==> src/rtl/frame_pkg.sv <==
// Shared definitions for the frame_gen / frame_checker video stream:
// pattern selects, checker FSM encoding and default frame geometry.
package frame_pkg;

  localparam int DEF_WIDTH  = 640;
  localparam int DEF_HEIGHT = 480;
  localparam int DEF_BPP    = 8;

  localparam logic [2:0] SEL_BLACK = 3'b000;
  localparam logic [2:0] SEL_WHITE = 3'b001;
  localparam logic [2:0] SEL_GRAD  = 3'b010;
  localparam logic [2:0] SEL_CHECK = 3'b011;
  localparam logic [2:0] SEL_LOGO  = 3'b100;

  typedef logic [1:0] state_t;

  localparam state_t ST_IDLE   = 2'd0;
  localparam state_t ST_FRAME  = 2'd1;
  localparam state_t ST_LINE   = 2'd2;
  localparam state_t ST_REPORT = 2'd3;

  // Only the four generated patterns have a known pixel value to compare against.
  function automatic logic sel_compares(input logic [2:0] s);
    return (s == SEL_BLACK) || (s == SEL_WHITE) || (s == SEL_GRAD) || (s == SEL_CHECK);
  endfunction

endpackage

==> src/rtl/frame_checker_pattern_ref.sv <==
// Combinational reference pattern: expected pixel for a given select and
// (column, line) position. Shared with frame_gen.
module frame_pattern_ref
  import frame_pkg::*;
#(
  parameter int BPP        = DEF_BPP,
  parameter int CHECK_SIZE = 32,
  parameter int XW         = 10,
  parameter int YW         = 9
) (
  input  logic [2:0]     sel_i,
  input  logic [XW-1:0]  x_i,
  input  logic [YW-1:0]  y_i,
  output logic [BPP-1:0] pix_o
);

  localparam int CS_LOG = $clog2(CHECK_SIZE);

  logic [BPP-1:0] grad;
  logic           x_blk;
  logic           y_blk;
  logic           unused_bits;

  if (XW >= BPP) begin : g_grad_trunc
    assign grad = x_i[BPP-1:0];
  end else begin : g_grad_ext
    assign grad = {{(BPP-XW){1'b0}}, x_i};
  end

  // CHECK_SIZE is a power of two, so the square index parity is one bit.
  if (CS_LOG < XW) begin : g_xblk
    assign x_blk = x_i[CS_LOG];
  end else begin : g_xblk_zero
    assign x_blk = 1'b0;
  end

  if (CS_LOG < YW) begin : g_yblk
    assign y_blk = y_i[CS_LOG];
  end else begin : g_yblk_zero
    assign y_blk = 1'b0;
  end

  assign unused_bits = ^{x_i, y_i};

  always_comb begin
    case (sel_i)
      SEL_BLACK: pix_o = '0;
      SEL_WHITE: pix_o = '1;
      SEL_GRAD:  pix_o = grad;
      SEL_CHECK: pix_o = {BPP{x_blk ^ y_blk}};
      default:   pix_o = '0;
    endcase
  end

endmodule

==> config.mk <==
export PLATFORM = sky130hd
export DESIGN_NAME = frame_pattern_ref
export DESIGN_NICKNAME = d
export VERILOG_FILES = /design/src/rtl/frame_pkg.sv /design/src/rtl/frame_checker_pattern_ref.sv
export SDC_FILE = /design/constraint.sdc
export NUM_CORES = 1
export LEC_CHECK = 0
export ABC_AREA = 1
export CAP_MARGIN = 10
export CORE_AREA = 2 2 39 41
export DETAILED_ROUTE_END_ITERATION = 12
export DIE_AREA = 0 0 41 43
export PLACE_DENSITY_LB_ADDON = 0.3
export SETUP_SLACK_MARGIN = 0.3
export SLEW_MARGIN = 25
export SYNTH_ARGS = -nofsm -noshare
export SYNTH_HDL_FRONTEND = slang
export SYNTH_SLANG_ARGS = --single-unit
export TNS_END_PERCENT = 50
==> constraint.sdc <==
create_clock -name vclk -period 1
set_clock_uncertainty 0.2 [all_clocks]
set_input_delay 0.2 -clock vclk [all_inputs]
set_output_delay 0.2 -clock vclk [all_outputs]
set_load 0.005 [all_outputs]
# After elaboration in Yosys (flattened, before gate mapping)
# Cells that the tools add are included.
dict set report word_totals {
  register_bits 0
  output_inout_bits 8
  wordCells 5
}
dict set report classes {
  n_eq_ne 3
  n_bitwise 1
  mux 1
}
# cell count
set op_table {}
lappend op_table {{case mux 8 bit (3 select lines)} 1}
lappend op_table {{== test 3 x 2 -> 1 bit, second input constant} 2}
lappend op_table {{== test 3 x 1 -> 1 bit, second input constant} 1}
lappend op_table {{XOR 1 bit} 1}

# Logic depth before layout (Yosys ltp)
# Gate-level depths: netlist of run 1.
dict set report depth {
  word_depth 2
  depth_mapped 5
  ltp_nobuf 5
}

# Least setup slack after synthesis of run 1
# OpenSTA, ideal clock, no wires.
dict set report synth_path {
  path_kind {input port to output port}
  start {in sel_i[1]}
  end {out pix_o[0]}
  arrival_time_ns 0.633
  path_slack_ns -0.033
  stages 4
  t_required_ns 0.600
  n_path_buf 1
  cell_sequence {buf_6 -> nor2_1 -> nand2_2 -> nand3_1}
}
dict set report synth_via {
  elab_chain_len 2
  word_cells_on_any_way 4
  cone_classes {3 x eq/ne; 1 x mux}
}
# item line
set synth_lines {}
lappend synth_lines {{start, declared} frame_checker_pattern_ref.sv:11} ;# input logic [2:0] sel_i,
lappend synth_lines {{== test 3 x 2 -> 1 bit or == test 3 x 1 -> 1 bit (tied branches)} frame_checker_pattern_ref.sv:46} ;# case (sel_i)
lappend synth_lines {{case mux 8 bit (3 select lines) *} frame_checker_pattern_ref.sv:46}
lappend synth_lines {{end, declared} frame_checker_pattern_ref.sv:14} ;# output logic [BPP-1:0] pix_o
# Every way passes the cells marked *; elsewhere a longest branch is shown, timed or not.

# Worst setup path in the final report of run 1
dict set report layout_path {
  start {in x_i[5]}
  end {out pix_o[6]}
}
dict set report layout_via {
  elab_chain_len 2
}
# item line
set layout_lines {}
lappend layout_lines {{start, declared} frame_checker_pattern_ref.sv:12} ;# input logic [XW-1:0] x_i,
lappend layout_lines {{XOR 1 bit} frame_checker_pattern_ref.sv:50} ;# SEL_CHECK: pix_o = {BPP{x_blk ^ y_blk}};
lappend layout_lines {{case mux 8 bit (3 select lines)} frame_checker_pattern_ref.sv:46}
# Every way passes these cells.

==> impl_metrics.csv, run 1 <==
group,metric,value,unit
outcome,status,"finished with violations",
outcome,violations,"setup timing",
floorplan,num_rows,14,
synth,synthCells,29,
global_route,grt-ovfl-total,0,
global_route,grt_use_total,11.0,%
floorplan,dieArea,0.00176,mm^2
finish,seq_cells,0,
power,p_leak,0.331,nW
floorplan,ios,30,
sta,max_freq,0.808,GHz
synth,synth_area_per_cell,5.31,um^2
drt,drtIter0Drc,2,
floorplan,die_h,43,um
global_route,grt.busiest_layer,"met2",
global_route,grt_pass1_vias,335,
finish,final_util,40.5,%
clock_network,holdBufCountCts,0,
place,dp_hpwl,520,um
synth,synth.cell_area,154,um^2
global_route,grt_max_degree,7,
sta,setup_tns,-1.80,ns
place,dpl_cell_area,455,um^2
global_route,grt_antenna_before_repair,0,
sta,period_needed,1.24,ns
setup_path,start_kind,"primary input",
setup_path,crit_type,"primary input to output port",
global_route,met2_usage,21.9,%
setup_path,cp-end-kind,"output port",
synth,syn_nets,51,
finish,layout_common_cells,"nand4_1 (8), nand3_2 (8), buf_2 (8), dlygate4sd2_1 (7), buf_6 (7)",
finish,antenna_cells,0,
job,cap_violations,0,
synth,synth.distinct_cells,9,
sta,layout_setup_ws,-0.237,ns
drt,remaining_drc_errors,0,
drt,drt_pass1_iterations,4,
power,peakVddDrop,0.182,mV
finish,syn_to_final_growth,264,%
drt,ant_nets,0,
power,power.density,373,mW/mm^2
finish,final_cell_area,561,um^2
finish,nets,85,
floorplan,die_w,41,um
finish,clock_buffers,0,
place,io_buffers,20,
synth,yosysWarnings,0,
setup_path,arrival,0.84,ns
floorplan,start_util,11.1,%
sta,hold_viol_final,0,
sta,rsz0062_at_grt,"true",
place,place_congestion,0.646,
finish,seq_area,0,um^2
synth,seq_area_frac_synth,0,%
sta,worst_pin_slew,0.108,ns
drt,routed_via_density,4.53,
sta,slew_violations,0,
setup_path,crit_required,0.60,ns
min_path,hp-class,"primary input to output port",
global_route,use_met3,0.524,%
sta,fin_crit_sh,124,%
global_route,grt_pass1_wl,1400,um
drt,wl,851,um
setup_path,cp_max_fo,4,
drt,wl_per_cell,11.1,um
drt,vias,349,
sta,finalSetupViolations,8,
finish,final_layout_size_suffix_gt1_share,75.4,%
global_route,grt_util_met1,12.3,%
place,pre_cts_slack,-1.14,ns
floorplan,core_area,0.00138,mm^2
sta,relSlewSlack,92.8,%
[path summary, 6_finish.rpt]
check | from | end | slack [ns] | cells after the start
worst min-delay path | sel_i[1] | pix_o[7] | 0.59 | 4
worst max-delay path | x_i[5] | pix_o[6] | -0.24 | 7
[what timing repair did]
action                                  in CTS  in global routing
pin swaps                                   21                  8
endpoints found under the setup margin       8                  8
setup buffers                                7                  1
gates resized for setup                     81                  6
gates cloned                                 2                  0
[layout make-up]
type	count	area [um^2]
timing repair inverter	2	15.0
tap	16	20.0
inverter	4	27.5
timing repair buffer	31	293
fill	142	823
multi-input combinational	24	205
[cells in the mapped netlist]
library cell | count | area [um^2]
nand3_1 | 8 | 40.0
nand4_1 | 8 | 50.1
nand2_1 | 4 | 15.0
inv_1 | 2 | 7.51
inv_2 | 2 | 7.51
nand2_2 | 2 | 12.5
buf_6 | 1 | 11.3
nor2_1 | 1 | 3.75
nor2_2 | 1 | 6.26
[stage by stage]
stage                     std cells  power [mW]  hold WS, ns
after floorplan                  29      0.0774        0.350
final                            77       0.209        0.587
after global placement           67       0.187         1.21
after global routing             77       0.225        0.622
after detailed placement         67       0.187         1.20
after CTS                        76       0.200        0.590
[per-layer routing]
layer	up-vias	wire length [um]	share of wire [%]
met4	0	0	0
met3	0	36	4.2
met2	8	531	62
li1	175	-	-
met5	-	0	0
met1	166	284	33
[cell families after synthesis]
logic type	Yosys count	synth area share, %
simple gates	24	82.9
buf+inv	5	17.1
[critical path, cell delays in order]
cell and delay [ns]:
buf_8 0.10, nand2_2 0.07, nand2_2 0.06, nand2_4 0.09
buf_6 0.12, nand3_2 0.06, buf_2 0.13
[power by group]
part / internal, mW / total (mW) / switching [mW] / leakage (nW)
clock: 0 / 0 / 0 / 0
sequential: 0 / 0 / 0 / 0
combinational: 0.119 / 0.209 / 0.0902 / 0.331
(Power assumes the default switching activity.)
==> inputs of run 2 (changes only) <==
--- a/config.mk
+++ b/config.mk
@@ -6,10 +6,13 @@
 export NUM_CORES = 1
 export LEC_CHECK = 0
 export ABC_AREA = 1
+export ABC_CLOCK_PERIOD_IN_PS = 1000
 export CAP_MARGIN = 10
-export CORE_AREA = 2 2 39 41
+export CELL_PAD_IN_SITES_DETAIL_PLACEMENT = 1
+export CELL_PAD_IN_SITES_GLOBAL_PLACEMENT = 1
+export CORE_MARGIN = 2
+export CORE_UTILIZATION = 10
 export DETAILED_ROUTE_END_ITERATION = 12
-export DIE_AREA = 0 0 41 43
 export PLACE_DENSITY_LB_ADDON = 0.3
 export SETUP_SLACK_MARGIN = 0.3
 export SLEW_MARGIN = 25
==> impl_metrics.csv, run 2 (synthesis gave the netlist of run 1 again) <==
group,metric,value,unit
power,peakVddDrop,0.139,mV
global_route,grt_pass1_wl,1440,um
floorplan,dieArea,0.00187,mm^2
sta,max_freq,0.806,GHz
setup_path,cp_slowest_stage_delay,0.13,ns
sta,period_needed,1.24,ns
outcome,status,"finished with violations",
finish,final_util,35.9,%
finish,layout_common_cells,"nand4_1 (8), nand3_2 (8), buf_2 (8), dlygate4sd2_1 (7)",
place,io_buffers,20,
global_route,grt-ovfl-total,0,
finish,final_layout_size_suffix_gt1_share,73.2,%
drt,remaining_drc_errors,0,
place,place_inst,67,
finish,multi_input_area,215,um^2
sta,timing.hold.ws,0.596,ns
clock_network,holdBufCountCts,0,
setup_path,crit_required,0.60,ns
setup_path,worstPathBufferInverterCount,4,
sta,hold_viol_final,0,
setup_path,crit_family,"buffers and inverters",
place,dpl_cell_area,468,um^2
sta,relSlewSlack,90.3,%
finish,syn_to_final_growth,243,%
outcome,violations,"setup timing",
power,power.total,0.198,mW
finish,final_cell_area,528,um^2
global_route,grt_antenna_before_repair,0,
sta,fin_crit_sh,124,%
place,place_congestion,0.686,
global_route,grt_use_total,9.40,%
drt,wl_per_cell,11.9,um
setup_path,critical_path.slowest_cell,"buf_2",
sta,layout_setup_ws,-0.241,ns
drt,ant_nets,0,
floorplan,core_area,0.00147,mm^2
job,cap_violations,0,
setup_path,cp_max_fo,4,
sta,setup_tns,-1.79,ns
global_route,grt_max_degree,9,
power,p_leak,0.316,nW
sta,worst_pin_slew,0.145,ns
floorplan,ios,30,
global_route,grt_pass1_vias,325,
place,dp_hpwl,618,um
drt,routed_via_density,4.50,
floorplan,die_w,43.2,um
finish,n_fill_cell,180,
power,power.density,376,mW/mm^2
floorplan,die_h,43.2,um
finish,nets,80,
finish,clock_buffers,0,
place,pre_cts_slack,-1.14,ns
drt,drt_pass1_iterations,4,
drt,wl,859,um
finish,seq_cells,0,
sta,slew_violations,0,
sta,rsz0062_at_grt,"true",
setup_path,crit_top_cell,"nand2_4",
setup_path,arrival,0.84,ns
setup_path,start_kind,"primary input",
sta,finalSetupViolations,8,
finish,antenna_cells,0,
setup_path,crit_type,"primary input to output port",
floorplan,num_rows,14,
setup_path,crit_chain,"buf_8, clkinv_4, nand2_4, nand2_4, nand2_4, buf_12, nand3_2, buf_2",
setup_path,cp-end-kind,"output port",
finish,layoutNonFillerInstCount,72,
min_path,hp-class,"primary input to output port",
drt,vias,324,
drt,drtIter0Drc,12,
floorplan,start_util,10.5,%
finish,seq_area,0,um^2
run 2: cell count changes in the layout (fill, tap and decap cells not counted), moves of 2 or more:
cell	delta
inv_4	-2
buf_8	+2
nand2_4	+2
nand2_2	-2
buf_4	-3
buf_6	-2
run 2: worst min-delay path, delay by kind of cell:
family        cells  cell delay, ns
simple gates      2            0.19
buf+inv           2            0.19
run 2: timing repair:
item	in CTS	in global routing
buffers inserted	3	1
gates cloned	1	0
gates resized for setup	81	5
endpoints found under the setup margin	8	8
pin swaps	18	3
run 2: cell type report:
cell class	count	share of cell area (%)
timing repair buffer	27	48.8
inverter	4	5.21
tap	16	3.79
timing repair inverter	1	1.42
multi-input combinational	24	40.8
run 2: routing by layer:
layer | vias up | global-route usage, % | routed length, um
met5 | - | 0 | 0
met4 | 0 | 0 | 0
met3 | 0 | 1.28 | 110
met2 | 23 | 15.8 | 370
met1 | 140 | 13.4 | 377
li1 | 161 | - | -
run 2: power breakdown:
group	internal, mW	leakage, nW	switching (mW)
clock network	0	0	0
logic	0.109	0.316	0.0894
registers	0	0	0
total	0.109	0.316	0.0894
run 2: path summary, 6_finish.rpt:
| path | startpoint | slack, ns | endpoint | cells after the start |
|---|---|---|---|---|
| setup / recovery | x_i[5] | -0.24 | pix_o[6] | 8 |
| hold / removal | sel_i[1] | 0.60 | pix_o[5] | 4 |
==> inputs of run 3 (changes only) <==
--- a/config.mk
+++ b/config.mk
@@ -14,6 +14,7 @@
 export CORE_UTILIZATION = 10
 export DETAILED_ROUTE_END_ITERATION = 12
 export PLACE_DENSITY_LB_ADDON = 0.3
+export REMOVE_ABC_BUFFERS = 1
 export SETUP_SLACK_MARGIN = 0.3
 export SLEW_MARGIN = 25
 export SYNTH_ARGS = -nofsm -noshare
==> impl_metrics.csv, run 3 (synthesis gave the netlist of run 1 again) <==
group,metric,value,unit
power,switchingPower,0.0897,mW
power,p_int,0.125,mW
setup_path,cp_slowest_stage_delay,0.12,ns
floorplan,ios,30,
finish,nets,87,
floorplan,core_area,0.00147,mm^2
sta,slew_violations,0,
drt,wl_per_cell,11.8,um
finish,antenna_cells,0,
sta,worst_pin_slew,0.100,ns
place,io_buffers,20,
setup_path,crit_required,0.60,ns
finish,seq_cells,0,
drt,routed_via_density,4.32,
min_path,hold_start,"sel_i[1]",
outcome,status,"finished with violations",
global_route,grt_pass1_wl,1620,um
job,cap_violations,0,
power,power.share.switching,41.8,%
power,p_leak,0.351,nW
power,clkPwrFrac,0,%
setup_path,arrival,0.89,ns
global_route,grt_pass1_vias,354,
global_route,grt_max_degree,9,
setup_path,cp-startpoint,"y_i[5]",
sta,finalSetupViolations,8,
drt,vias,341,
place,place_congestion,0.599,
sta,period_needed,1.29,ns
sta,layout_setup_ws,-0.288,ns
power,power.total,0.215,mW
setup_path,crit_chain,"buf_8, inv_2, nand2_2, nand2_4, nand2_4, buf_6, buf_6, nand3_2, buf_2",
finish,seq_area,0,um^2
finish,clock_buffers,0,
finish,n_fill_cell,182,
global_route,grt-ovfl-total,0,
global_route,grt_use_total,10.8,%
finish,layout_common_cells,"nand4_1 (8), nand3_2 (8), buf_6 (8), buf_2 (8), buf_4 (8)",
drt,wl,929,um
finish,multi_input_area,215,um^2
setup_path,start_kind,"primary input",
setup_path,crit_type,"primary input to output port",
sta,fin_crit_sh,129,%
setup_path,critical_path.slowest_cell,"buf_6",
power,peakVddDrop,0.122,mV
power,seqPwrFrac,0,%
power,power.density,369,mW/mm^2
floorplan,start_util,10.5,%
global_route,grt_antenna_before_repair,0,
floorplan,die_w,43.2,um
sta,relSlewSlack,93.3,%
setup_path,cp-end-kind,"output port",
drt,drt_pass1_iterations,2,
power,combPwrFrac,100.0,%
setup_path,cp_max_fo,5,
floorplan,die_h,43.2,um
min_path,hp-class,"primary input to output port",
outcome,violations,"setup timing",
finish,final_layout_size_suffix_gt1_share,76.2,%
sta,max_freq,0.776,GHz
place,pre_cts_slack,-1.04,ns
finish,syn_to_final_growth,278,%
sta,hold_viol_final,0,
floorplan,num_rows,14,
place,dp_hpwl,575,um
clock_network,holdBufCountCts,0,
drt,ant_nets,0,
drt,drtIter0Drc,1,
floorplan,dieArea,0.00187,mm^2
sta,rsz0062_at_grt,"true",
drt,remaining_drc_errors,0,
run 3: cell type report:
cell class	count	area share (%)
well taps	16	3.44
repair buffers	35	55.3
inverters	4	4.30
multi-input cells	24	37.0
run 3: final timing paths:
check | cells after the start | endpoint | slack, ns
max | 9 | pix_o[1] | -0.29
min | 5 | pix_o[0] | 0.61
run 3: power by group through the flow:
stage / registers [mW] / clock network [mW] / logic [mW]
final: 0 / 0 / 0.215
after global routing: 0 / 0 / 0.233
after CTS: 0 / 0 / 0.199
after detailed placement: 0 / 0 / 0.168
after global placement: 0 / 0 / 0.168
after floorplan: 0 / 0 / 0.0443
run 3: routing by layer:
metal | global-route usage [%] | vias to the layer above | part of all wire [%] | routed length [um]
met3 | 0.851 | 0 | 5.2 | 48
li1 | - | 175 | - | -
met1 | 14.2 | 159 | 37 | 345
met4 | 0 | 0 | 0 | 0
met2 | 20.0 | 7 | 58 | 535
met5 | 0 | - | 0 | 0
run 3: critical path: cells and delay by family:
| family | cells | cell delay (ns) |
|---|---|---|
| buffers and inverters | 5 | 0.47 |
| and+or+nand+nor | 4 | 0.22 |
run 3: metrics by stage:
step	hold slack, ns	setup TNS (ns)	instances	utilization [%]	area (um^2)
global placement	1.21	-8.00	68	26.7	393
global route	0.636	-2.25	79	39.5	582
floorplan	0.344	0	28	-	143
detailed placement	1.20	-8.25	68	26.7	393
CTS	0.621	-2.05	77	36.5	537
finish	0.607	-1.85	79	39.5	582
run 3: repair_timing:
item,4_1_cts,5_1_grt
resized for setup,93,10
pin swaps,19,5
setup buffers,9,2
setup endpoints to repair,8,8
